==> src/rtl/gobackn_receiver_if.sv <==
// gobackn_receiver_if: frame, delivery, ACK and status signals of the Go-Back-N receiver
// master drives frames and downstream/return-channel readies, slave is the receiver
interface gobackn_receiver_if #(
    parameter int DATA_WIDTH = 8,
    parameter int SEQ_WIDTH  = 3,
    parameter int CNT_WIDTH  = 16
);
    logic                  frm_valid;
    logic                  frm_ready;
    logic [SEQ_WIDTH-1:0]  frm_seq;
    logic [DATA_WIDTH-1:0] frm_data;
    logic                  frm_err;
    logic                  out_valid;
    logic                  out_ready;
    logic [DATA_WIDTH-1:0] out_data;
    logic                  ack_valid;
    logic                  ack_ready;
    logic [SEQ_WIDTH-1:0]  ack_num;
    logic [SEQ_WIDTH-1:0]  expected_seq;
    logic [CNT_WIDTH-1:0]  cnt_accepted;
    logic [CNT_WIDTH-1:0]  cnt_dropped;
    modport master (
        output frm_valid, frm_seq, frm_data, frm_err, out_ready, ack_ready,
        input  frm_ready, out_valid, out_data, ack_valid, ack_num, expected_seq,
               cnt_accepted, cnt_dropped
    );
    modport slave (
        input  frm_valid, frm_seq, frm_data, frm_err, out_ready, ack_ready,
        output frm_ready, out_valid, out_data, ack_valid, ack_num, expected_seq,
               cnt_accepted, cnt_dropped
    );
endinterface

==> src/rtl/gobackn_receiver.sv <==
// gobackn_receiver: Go-Back-N receive end delivering in-order frames and returning cumulative ACKs
// ports: clk, rst (sync active-high); bus.frm_* frame input, bus.out_* downstream payload,
// bus.ack_* cumulative ACK, bus.expected_seq next expected seq, bus.cnt_* saturating statistics
module gobackn_receiver #(
    parameter int DATA_WIDTH = 8,
    parameter int SEQ_WIDTH  = 3,
    parameter int CNT_WIDTH  = 16
) (
    input  logic                clk,
    input  logic                rst,
    gobackn_receiver_if.slave   bus
);
    typedef enum logic [1:0] {IDLE, EVAL, DELIVER, ACK} state_t;
    state_t                state, state_n;
    logic [SEQ_WIDTH-1:0]  seq_r, exp_seq, ack_num;
    logic [DATA_WIDTH-1:0] data_r, out_data;
    logic                  err_r, out_valid, ack_valid, in_order;
    logic [CNT_WIDTH-1:0]  cnt_acc, cnt_drp;
    assign in_order         = !err_r && seq_r == exp_seq;
    assign bus.frm_ready    = state == IDLE;
    assign bus.out_valid    = out_valid;
    assign bus.out_data     = out_data;
    assign bus.ack_valid    = ack_valid;
    assign bus.ack_num      = ack_num;
    assign bus.expected_seq = exp_seq;
    assign bus.cnt_accepted = cnt_acc;
    assign bus.cnt_dropped  = cnt_drp;
    always_comb begin
        state_n = state;
        case (state)
            IDLE:    state_n = bus.frm_valid ? EVAL : IDLE;
            EVAL:    state_n = err_r ? IDLE : in_order ? DELIVER : ACK;
            DELIVER: state_n = bus.out_ready ? ACK : DELIVER;
            ACK:     state_n = bus.ack_ready ? IDLE : ACK;
            default: state_n = IDLE;
        endcase
    end
    always_ff @(posedge clk) begin
        if (rst) begin
            state     <= IDLE;
            seq_r     <= '0;
            data_r    <= '0;
            err_r     <= 1'b0;
            out_valid <= 1'b0;
            out_data  <= '0;
            ack_valid <= 1'b0;
            ack_num   <= '0;
            exp_seq   <= '0;
            cnt_acc   <= '0;
            cnt_drp   <= '0;
        end else begin
            state <= state_n;
            if (state == IDLE && bus.frm_valid) begin
                seq_r  <= bus.frm_seq;
                data_r <= bus.frm_data;
                err_r  <= bus.frm_err;
            end
            if (state == EVAL) begin
                if (in_order) begin
                    out_data  <= data_r;
                    out_valid <= 1'b1;
                    exp_seq   <= exp_seq + 1'b1;
                    cnt_acc   <= cnt_acc + CNT_WIDTH'(!(&cnt_acc));
                end else begin
                    // corrupt frames stay silent; out-of-order ones re-ACK to force a go-back
                    cnt_drp   <= cnt_drp + CNT_WIDTH'(!(&cnt_drp));
                    ack_num   <= exp_seq;
                    ack_valid <= !err_r;
                end
            end
            if (state == DELIVER && bus.out_ready) begin
                out_valid <= 1'b0;
                ack_num   <= exp_seq;
                ack_valid <= 1'b1;
            end
            if (state == ACK && bus.ack_ready)
                ack_valid <= 1'b0;
        end
    end
endmodule
==> src/flat_wrapper.sv <==
// flat-port wrapper written by rule: the top's interface ports become plain ports
module gobackn_receiver_flat 
#(
    parameter int DATA_WIDTH = 8,
    parameter int SEQ_WIDTH  = 3,
    parameter int CNT_WIDTH  = 16
)
  (clk, rst, bus_frm_valid, bus_frm_seq, bus_frm_data, bus_frm_err, bus_out_ready, bus_ack_ready, bus_frm_ready, bus_out_valid, bus_out_data, bus_ack_valid, bus_ack_num, bus_expected_seq, bus_cnt_accepted, bus_cnt_dropped);
  gobackn_receiver_if #(.DATA_WIDTH(DATA_WIDTH), .SEQ_WIDTH(SEQ_WIDTH), .CNT_WIDTH(CNT_WIDTH)) bus_i ();
  input  logic clk;
  input  logic rst;
  input wire logic [$bits(bus_i.frm_valid)-1:0] bus_frm_valid;
  input wire logic [$bits(bus_i.frm_seq)-1:0] bus_frm_seq;
  input wire logic [$bits(bus_i.frm_data)-1:0] bus_frm_data;
  input wire logic [$bits(bus_i.frm_err)-1:0] bus_frm_err;
  input wire logic [$bits(bus_i.out_ready)-1:0] bus_out_ready;
  input wire logic [$bits(bus_i.ack_ready)-1:0] bus_ack_ready;
  output wire logic [$bits(bus_i.frm_ready)-1:0] bus_frm_ready;
  output wire logic [$bits(bus_i.out_valid)-1:0] bus_out_valid;
  output wire logic [$bits(bus_i.out_data)-1:0] bus_out_data;
  output wire logic [$bits(bus_i.ack_valid)-1:0] bus_ack_valid;
  output wire logic [$bits(bus_i.ack_num)-1:0] bus_ack_num;
  output wire logic [$bits(bus_i.expected_seq)-1:0] bus_expected_seq;
  output wire logic [$bits(bus_i.cnt_accepted)-1:0] bus_cnt_accepted;
  output wire logic [$bits(bus_i.cnt_dropped)-1:0] bus_cnt_dropped;
  assign bus_i.frm_valid = bus_frm_valid;
  assign bus_i.frm_seq = bus_frm_seq;
  assign bus_i.frm_data = bus_frm_data;
  assign bus_i.frm_err = bus_frm_err;
  assign bus_i.out_ready = bus_out_ready;
  assign bus_i.ack_ready = bus_ack_ready;
  assign bus_frm_ready = bus_i.frm_ready;
  assign bus_out_valid = bus_i.out_valid;
  assign bus_out_data = bus_i.out_data;
  assign bus_ack_valid = bus_i.ack_valid;
  assign bus_ack_num = bus_i.ack_num;
  assign bus_expected_seq = bus_i.expected_seq;
  assign bus_cnt_accepted = bus_i.cnt_accepted;
  assign bus_cnt_dropped = bus_i.cnt_dropped;
  gobackn_receiver #(.DATA_WIDTH(DATA_WIDTH), .SEQ_WIDTH(SEQ_WIDTH), .CNT_WIDTH(CNT_WIDTH)) u_core (.clk(clk), .rst(rst), .bus(bus_i));
endmodule
==> config.mk <==
export PLATFORM = sky130hd
export DESIGN_NAME = gobackn_receiver_flat
export DESIGN_NICKNAME = d
export VERILOG_FILES = /design/src/rtl/gobackn_receiver_if.sv /design/src/rtl/gobackn_receiver.sv /design/src/flat_wrapper.sv
export SDC_FILE = /design/constraint.sdc
export NUM_CORES = 1
export LEC_CHECK = 0
export CAP_MARGIN = 20
export CORE_UTILIZATION = 30
export CTS_CLUSTER_SIZE = 12
export DETAILED_ROUTE_END_ITERATION = 10
export GPL_ROUTABILITY_DRIVEN = 1
export SYNTH_ARGS = -nofsm -noshare
export SYNTH_HDL_FRONTEND = slang
export SYNTH_SLANG_ARGS = --single-unit
export TNS_END_PERCENT = 5
==> constraint.sdc <==
create_clock -name clk -period 2 [get_ports clk]
set_input_delay 0.2 -clock clk [delete_from_list [all_inputs] [get_ports clk]]
set_output_delay 0.2 -clock clk [all_outputs]
set_load 0.01 [all_outputs]
# Word level (Yosys, flattened, before mapping)
# Index checks and enable logic that the tools add are counted.
# totals
regBits,62
inputBits,17
# op_classes
add_sub_neg,3
n_eq_ne,5
muxes,12
bitwise,1
reduce_logical,16
# op_table
cell,n
16-bit by 1-bit adder with 16-bit output,2
16-bit AND reduction,2
3-bit two-way mux,3
2-bit case mux with 4 select lines,1
1-bit two-way mux,6
2-bit AND reduction,3
"2-bit == test, second input constant",2
1-bit logical AND,4
2-bit two-way mux,2
2-bit OR reduction,2
"3-bit by 1-bit adder with 3-bit output, second input constant",1
3-bit == test,1
1-bit zero test,3
"2-bit by 1-bit == test with 1-bit output, second input constant",1
2-bit zero test,1
"2-bit inequality test, second input constant",1
2-bit nonzero test,1
1-bit inverter,1

# Longest topological paths before layout
# Gate-level depths: netlist of run 1.
# logic_depth
word_depth,5
mapped_depth,9

# Worst setup path before layout of run 1
# No wires, ideal clock.
# synth_path
kind,reg2reg
from,"reg u_core.cnt_drp[3], in the netlist u_core.bus.cnt_dropped[3]"
to,"reg u_core.cnt_drp[12], in the netlist u_core.bus.cnt_dropped[12]"
arrival_ps,2082
t_required_ps,1930
path_slack_ps,-152
stages_incl_launch_ff,10
n_path_buf,1
period_less_slack_ps,2152
cell_sequence,dfxtp_1 -> and3_1 -> clkbuf_1 -> and2_1 -> nand4_1 -> ha_1 -> ha_1 -> nand4_1 -> or4_1 -> a21oi_1
# synth_between
elab_chain_cells,3
# synth_lines
item,line_no,rtl
from (decl),gobackn_receiver.sv:18,"logic [CNT_WIDTH-1:0] cnt_acc, cnt_drp;"
from (signal assigned),gobackn_receiver.sv:66,cnt_drp <= cnt_drp + CNT_WIDTH'(!(&cnt_drp));
16-bit AND reduction,gobackn_receiver.sv:66,
1-bit zero test,gobackn_receiver.sv:66,
16-bit by 1-bit adder with 16-bit output *,gobackn_receiver.sv:66,
# Every way passes the cells marked *; elsewhere a longest branch is shown, timed or not.
# A chain may end at the register's enable or synchronous reset.

# Worst setup path in the final report of run 1
# layout_path
from,"reg u_core.cnt_drp[1], in the netlist u_core.bus.cnt_dropped[1]"
to,"reg u_core.cnt_drp[14], in the netlist u_core.bus.cnt_dropped[14]"
# Same word-level chain as after synthesis.

==> summary.md, run 1 <==
| Metric | Value |
|---|---|
| CTS H-tree depth | 3 |
| WL/cell | 13.6 um |
| DRC | 0 |
| Area of the die | 9800 um^2 |
| Core Rows | 35 |
| Io pins | 66 |
| Max Fclk | 483 MHz |
| Largest net degree at the start of global routing | 35 |
| Hold Crit Class | input port to flip-flop |
| Die Span Y | 99 um |
| Asr flop ratio synth | 0 |
| DR vias/cell | 5.07 |
| Skew-Pair Late Insertion Delay | 350 ps |
| Detailed placement HPWL | 5.51 mm |
| Max-slew violation count | 0 |
| Warnings, synthesis | 0 |
| Leak Pwr | 1.47 nW |
| Seq/Total Area, Yosys | 0.440 |
| Setup repair after global routing missed its margin | yes |
| Fraction of layout cells with a size suffix above 1 | 0.223 |
| Dpl ws | -106 ps |
| Root buf cell | clkbuf_8 |
| Area of the core | 9200 um^2 |
| GR Overflow Total | 0 |
| Total clock sinks | 62 |
| Area growth, synth to finish | 50.4% |
| GR Util All Layers | 0.162 |
| Reg2Reg Depth | 9 |
| Syn Nets | 361 |
| Most common cell after layout, fill and taps aside | clkdlybuf4s50_1 |
| Power Dens Cells | 699 nW/um^2 |
| FF+latch count, synth | 62 |
| FILL cells | 917 |
| TritonRoute pass-1 iters | 4 |
| Netlist cell types | 35 |
| DP Cell Count | 545 |
| Post-Syn Area per Cell | 8.35 um^2 |
| Mapped Cells | 338 |
| Final setup fails | 4 |
| Clock-pin slew on the worst setup and hold paths | 80 ps |
| # port buffers | 65 |
| Mapped Area | 2820 um^2 |
| CTS buffer count | 9 |
| Violated checks | negative setup slack |
| CTS tree | yes |
| Non-Filler Instances | 564 |
| Clock buffer depth | 2 |
| Top cells by area, synth | dfxtp_1 44%, a21oi_1 9.8%, nand2_1 8.2%, o31ai_1 4.8%, or4_1 4.8% |
| Crit end category | flip-flop |
| Critical Path Fanout Max | 4 |
| Vias in the first global route | 2756 |
| Die X-Extent | 99 um |
| Nets | 471 |
| Max-slew headroom | 0.703 |
| Final period utilization | 1.04 |
| DR vias | 2860 |
| Synth top area share | 0.440 |
| Initial Util | 0.307 |
| Hold Fails Final Rpt | 0 |
| Hold depth | 2 |
| Post-Route WL | 7.66 mm |
| Minimum clock period | 2070 ps |
| Status | complete, but fails checks |
| Worst path arrival time | 2350 ps |
| Antenna Nets Post-Route | 0 |
| Multi-input logic area | 1580 um^2 |
| Slew of the pin with the lowest slew margin | 445 ps |
| EDFF count, synth | 0 |
| Most frequent cells in the layout | 64 x clkdlybuf4s50_1, 62 x nand2_1, 60 x dfxtp_1 |
| Placement Cell Area | 3910 um^2 |
| Worst Path Required | 2280 ps |
| Design Area, Final | 4250 um^2 |
| Layout Skew | 17.8 ps |
| Setup WS post-layout | -72.4 ps |
| Most used flip-flop cell after synthesis | dfxtp_1 |
| Antenna Cells | 0 |
| Max cap viols | 0 |
| CP startpoint kind | flip-flop |
| Initial antenna violation count | 0 |
| DR iter-0 viols | 86 |
| First-pass GRT wire length | 12.6 mm |
| Largest area contributor in the netlist | dfxtp_1 |
| Routability Congestion | 0.843 |
| VDD IR max | 0.311 mV |
| Register Area | 1240 um^2 |
| Crit Path Class | flip-flop to flip-flop |
==> flip-flops by register name, summed over array words and instances (netlist names) <==
signal,count
u_core.bus.expected_seq,3
u_core.err_r,1
u_core.seq_r,3
u_core.state,2
u_core.bus.ack_valid,1
u_core.bus.ack_num,3
u_core.bus.out_data,8
u_core.bus.cnt_dropped,16
u_core.bus.cnt_accepted,16
u_core.bus.out_valid,1
u_core.data_r,8
==> where the power goes <==
| part | internal (mW) | switching (mW) | leakage, nW |
|---|---|---|---|
| sequential | 1.28 | 0.0471 | 0.503 |
| combinational | 0.220 | 0.277 | 0.864 |
| clock | 0.590 | 0.550 | 0.100 |
==> worst paths after layout <==
| check | from | end | slack (ps) |
|---|---|---|---|
| setup / recovery | u_core.bus.cnt_dropped[1] | u_core.bus.cnt_dropped[14] | -70 |
| hold / removal | rst | u_core.bus.cnt_dropped[14] | 210 |
| setup reg to reg | u_core.bus.cnt_dropped[1] | u_core.bus.cnt_dropped[14] | -70 |
| hold reg to reg | u_core.bus.out_data[5] | u_core.bus.out_data[5] | 460 |
==> layer usage <==
layer | track usage | up-vias | share of wire
li1 | - | 1456 | -
met1 | 0.195 | 1341 | 0.46
met2 | 0.274 | 57 | 0.49
met3 | 0.0418 | 6 | 0.044
met4 | 0.0631 | 0 | 0.010
met5 | 0 | - | 0
==> worst max-delay path, stage by stage, from the launching register on <==
cell and delay, ps:
dfxtp_1 320, and3_4 180, and2_4 150, nand4_1 110
ha_2 230, ha_4 140, nand4_1 150, buf_4 200
or4_4 410, a21oi_2 110
==> final cells by class <==
cell class / instances / area share
clock buffer: 9 / 0.0292
clock inverter: 7 / 0.0192
inverter: 5 / 0.00442
multi-input combinational: 251 / 0.371
sequential: 62 / 0.293
tap: 111 / 0.0327
timing repair buffer: 119 / 0.251
==> Yosys cell counts, types with 2 or more instances <==
cell type / n
or3_1: 7
xor2_1: 3
or4_1: 18
dfxtp_1: 62
nor2_1: 8
a21oi_1: 55
o21ai_0: 12
nand3_1: 15
inv_1: 5
nor2b_1: 5
and4_1: 4
buf_4: 2
and3_1: 3
nor3_1: 2
and2_1: 4
nand4_1: 11
nand2_1: 62
ha_1: 6
o31ai_1: 18
clkbuf_1: 14
xnor2_1: 4
buf_2: 2
mux2_2: 4
==> metrics by stage <==
step                 util  TNS, ps  hold WS [ps]  total power [mW]
global route        0.462    -1700           212              3.11
CTS                 0.451     -236           204              2.99
floorplan               -    -1260           336              1.63
global placement    0.425     -489           437              1.83
detailed placement  0.425    -1110           447              1.84
finish              0.462     -151           213              2.97
==> cell families (layout without fill, tap and decap cells) <==
kind of cell | after synthesis | in the layout | synth area share
xor gates and xnor gates | 7 | 7 | 0.0217
buffers and inverters | 25 | 140 | 0.0394
and+or+nand+nor | 144 | 144 | 0.268
DFF | 62 | 62 | 0.440
muxes | 4 | 4 | 0.0160
adders and majority gates | 6 | 6 | 0.0266
AOI/OAI and AO/OA | 90 | 90 | 0.188
==> what timing repair did <==
action,4_1_cts,5_1_grt
endpoints found under the setup margin,16,24
hold buffers,0,0
gates resized for setup,6,18
setup buffers,0,3
pin swaps,2,5
Power figures use the tool's default switching activity.
==> inputs of run 2 (changes only) <==
--- a/config.mk
+++ b/config.mk
@@ -7,9 +7,11 @@
 export LEC_CHECK = 0
 export CAP_MARGIN = 20
 export CORE_UTILIZATION = 30
+export CTS_CLUSTER_DIAMETER = 200
 export CTS_CLUSTER_SIZE = 12
 export DETAILED_ROUTE_END_ITERATION = 10
 export GPL_ROUTABILITY_DRIVEN = 1
+export SETUP_SLACK_MARGIN = 0.15
 export SYNTH_ARGS = -nofsm -noshare
 export SYNTH_HDL_FRONTEND = slang
 export SYNTH_SLANG_ARGS = --single-unit
==> run 2 against run 1 <==
  * The flow still finishes with violations (negative setup slack)
  * Critical path depth is the same
  * Final cell count grew 0.35%
  * Combinational power grew 1%
  * Worst hold slack lost 16 ps
  * Sequential share of layout area shrank 0.069 points
  * Flip-flop and latch count is the same
  * Non-clock buffer count grew 2
  * Core utilization grew 0.11 points
  * Cell area grew 0.24%
  * Routed wire length grew 1.0%
==> summary.md, run 2 (synthesized netlist as in run 1, its figures left out) <==
| Metric | Value |
|---|---|
| Most used cell along the critical path | nand4_1 (unchanged) |
| Hold depth | 2 (unchanged) |
| Initial Util | 0.307 (unchanged) |
| Setup repair after global routing missed its margin | yes (unchanged) |
| WL/cell | 13.7 um (was 13.6 um) |
| Leak Pwr | 1.47 nW (about the same) |
| Antenna Nets Post-Route | 0 (unchanged) |
| Fraction of layout cells with a size suffix above 1 | 0.218 (was 0.223) |
| Final setup TNS | -270 ps (was -151 ps) |
| GR Util All Layers | 0.164 (was 0.162) |
| Comb power frac | 0.169 (was 0.167) |
| First-pass GRT wire length | 12.8 mm (was 12.6 mm) |
| Clock-pin slew on the worst setup and hold paths | 80 ps (about the same) |
| Max-slew headroom | 0.699 (was 0.703) |
| Flop pwr share | 0.447 (was 0.448) |
| Die X-Extent | 99 um (unchanged) |
| Power Dens Cells | 701 nW/um^2 (was 699 nW/um^2) |
| Slowest stage delay, CP | 410 ps (about the same) |
| Reg-to-reg setup timing slack | -110 ps (was -70 ps) |
| Hold endpoint | u_core.bus.cnt_dropped[14] (unchanged) |
| Placement Cell Area | 3910 um^2 (unchanged) |
| Io pins | 66 (unchanged) |
| Slew of the pin with the lowest slew margin | 451 ps (was 445 ps) |
| Routability Congestion | 0.843 (unchanged) |
| Critical Path Fanout Max | 5 (was 4) |
| GR Overflow Total | 0 (unchanged) |
| Root buf cell | clkbuf_8 (unchanged) |
| Cts hold-fix bufs | 0 (unchanged) |
| Worst Path Required | 2290 ps (was 2280 ps) |
| Buf/Inv on CP | 1 (unchanged) |
| Sw Share | 0.297 (was 0.295) |
| Max Fclk | 474 MHz (was 483 MHz) |
| DRC | 0 (unchanged) |
| Vias in the first global route | 2784 (was 2756) |
| Final hold slack | 197 ps (was 213 ps) |
| Post-Route WL | 7.74 mm (was 7.66 mm) |
| Hold Crit Class | input port to flip-flop (unchanged) |
| Antenna Cells | 0 (unchanged) |
| Reg2Reg Depth | 9 (unchanged) |
| Total clock sinks | 62 (unchanged) |
| DR vias | 2908 (was 2860) |
| Violated checks | negative setup slack (unchanged) |
| Design Area, Final | 4260 um^2 (was 4250 um^2) |
| Hold Fails Final Rpt | 0 (unchanged) |
| Worst path arrival time | 2400 ps (was 2350 ps) |
| Nets | 473 (was 471) |
| Clk pwr share | 0.384 (about the same) |
| Initial antenna violation count | 0 (unchanged) |
| Clock buffer depth | 2 (unchanged) |
| Crit end category | flip-flop (unchanged) |
| Core Rows | 35 (unchanged) |
| TritonRoute pass-1 iters | 4 (unchanged) |
| Capturing point of the worst reg2reg path | u_core.bus.cnt_dropped[14] (unchanged) |
| CP delay by family, top | simple AND/OR/NAND/NOR gates (unchanged) |
| # port buffers | 65 (unchanged) |
| Most common cell after layout, fill and taps aside | clkdlybuf4s50_1 (unchanged) |
| CTS buffer count | 9 (unchanged) |
| Final setup fails | 7 (was 4) |
| Max cap viols | 0 (unchanged) |
| Max-slew violation count | 0 (unchanged) |
| Area growth, synth to finish | 50.8% (was 50.4%) |
| DR vias/cell | 5.14 (was 5.07) |
| Critical-path top delay cell | or4_4 (unchanged) |
| Largest net degree at the start of global routing | 35 (unchanged) |
| CTS tree | yes (unchanged) |
| FILL cells | 920 (was 917) |
| Detailed placement HPWL | 5.51 mm (unchanged) |
| CTS H-tree depth | 3 (unchanged) |
| CP startpoint kind | flip-flop (unchanged) |
| Area of the die | 9800 um^2 (unchanged) |
| VDD IR max | 0.311 mV (about the same) |
| Internal | 2.10 mW (was 2.09 mW) |
| Setup WS post-layout | -108 ps (was -72.4 ps) |
| Reg-to-reg startpoint | u_core.bus.cnt_dropped[1] (unchanged) |
| Power Total | 2.98 mW (was 2.97 mW) |
| Status | complete, but fails checks (unchanged) |
| Hold path start | rst (unchanged) |
| Die Span Y | 99 um (unchanged) |
| P_sw | 885 uW (was 875 uW) |
| Skew-Pair Late Insertion Delay | 350 ps (about the same) |
| Crit Path Class | flip-flop to flip-flop (unchanged) |
| Most frequent cells in the layout | 64 x clkdlybuf4s50_1, 62 x nand2_1, 60 x dfxtp_1 (unchanged) |
| Layout Skew | 17.2 ps (was 17.8 ps) |
| DR iter-0 viols | 84 (was 86) |
| Crit path cell chain | and3_4 -> and2_4 -> nand4_1 -> ha_2 -> ha_4 -> nand4_1 -> buf_4 -> or4_4 -> a21oi_2 (unchanged) |
| Minimum clock period | 2110 ps (was 2070 ps) |
| Final period utilization | 1.05 (was 1.04) |
| Area of the core | 9200 um^2 (unchanged) |
==> run 2: cell types whose count changed in the layout (fill, tap and decap cells not counted), sizes merged <==
| cell | delta |
|---|---|
| buf | +2 |
==> run 2: cell type report <==
| cell class | count | area, um^2 | share of cell area |
|---|---|---|---|
| well taps | 111 | 139 | 0.0326 |
| flip-flops and latches | 62 | 1240 | 0.292 |
| multi-input cells | 251 | 1570 | 0.369 |
| inverters | 5 | 18.8 | 0.00441 |
| repair buffers | 121 | 1080 | 0.253 |
| clock buffers | 9 | 124 | 0.0291 |
| clock inverters | 7 | 81.3 | 0.0191 |
==> run 2: how the worst max path moves through the flow <==
stage	startpoint	endpoint	slack [ps]	depth (start not counted)
4_1_cts	u_core.bus.cnt_dropped[1]	u_core.bus.cnt_dropped[14]	-70	9
6_report	u_core.bus.cnt_dropped[1]	u_core.bus.cnt_dropped[14]	-110	9
3_3_place_gp	u_core.bus.cnt_accepted[12]	u_core.bus.cnt_accepted[8]	-70	8
5_1_grt	u_core.bus.cnt_dropped[1]	u_core.bus.cnt_dropped[14]	-220	9
2_1_floorplan	u_core.bus.cnt_dropped[3]	u_core.bus.cnt_dropped[12]	-140	9
3_5_place_dp	u_core.bus.cnt_accepted[12]	u_core.bus.cnt_accepted[12]	-110	8
==> run 2: routing by layer <==
metal	track usage	wire, um	vias up
met4	0.0666	131	0
met2	0.276	3690	60
li1	-	-	1457
met3	0.0418	330	13
met1	0.199	3590	1378
met5	0	0	-
==> run 2: through the flow <==
stage          cells   util  worst slack (ps)
3_3_place_gp     545  0.425             -68.9
4_1_cts          563  0.457             -74.4
6_report         566  0.463              -108
2_1_floorplan    338      -              -139
3_5_place_dp     545  0.425              -106
5_1_grt          566  0.463              -223
==> run 2: power groups by stage <==
stage | combinational [mW] | sequential [mW] | clock (mW)
6_report | 0.503 | 1.33 | 1.15
4_1_cts | 0.500 | 1.33 | 1.17
3_5_place_dp | 0.481 | 1.36 | 0
3_3_place_gp | 0.472 | 1.36 | 0
2_1_floorplan | 0.263 | 1.37 | 0
5_1_grt | 0.554 | 1.34 | 1.22
==> run 2: timing repair <==
item | 4_1_cts | 5_1_grt
setup endpoints to repair | 25 | 32
buffers inserted | 2 | 3
gates resized for setup | 16 | 6
pin swaps | 10 | 4
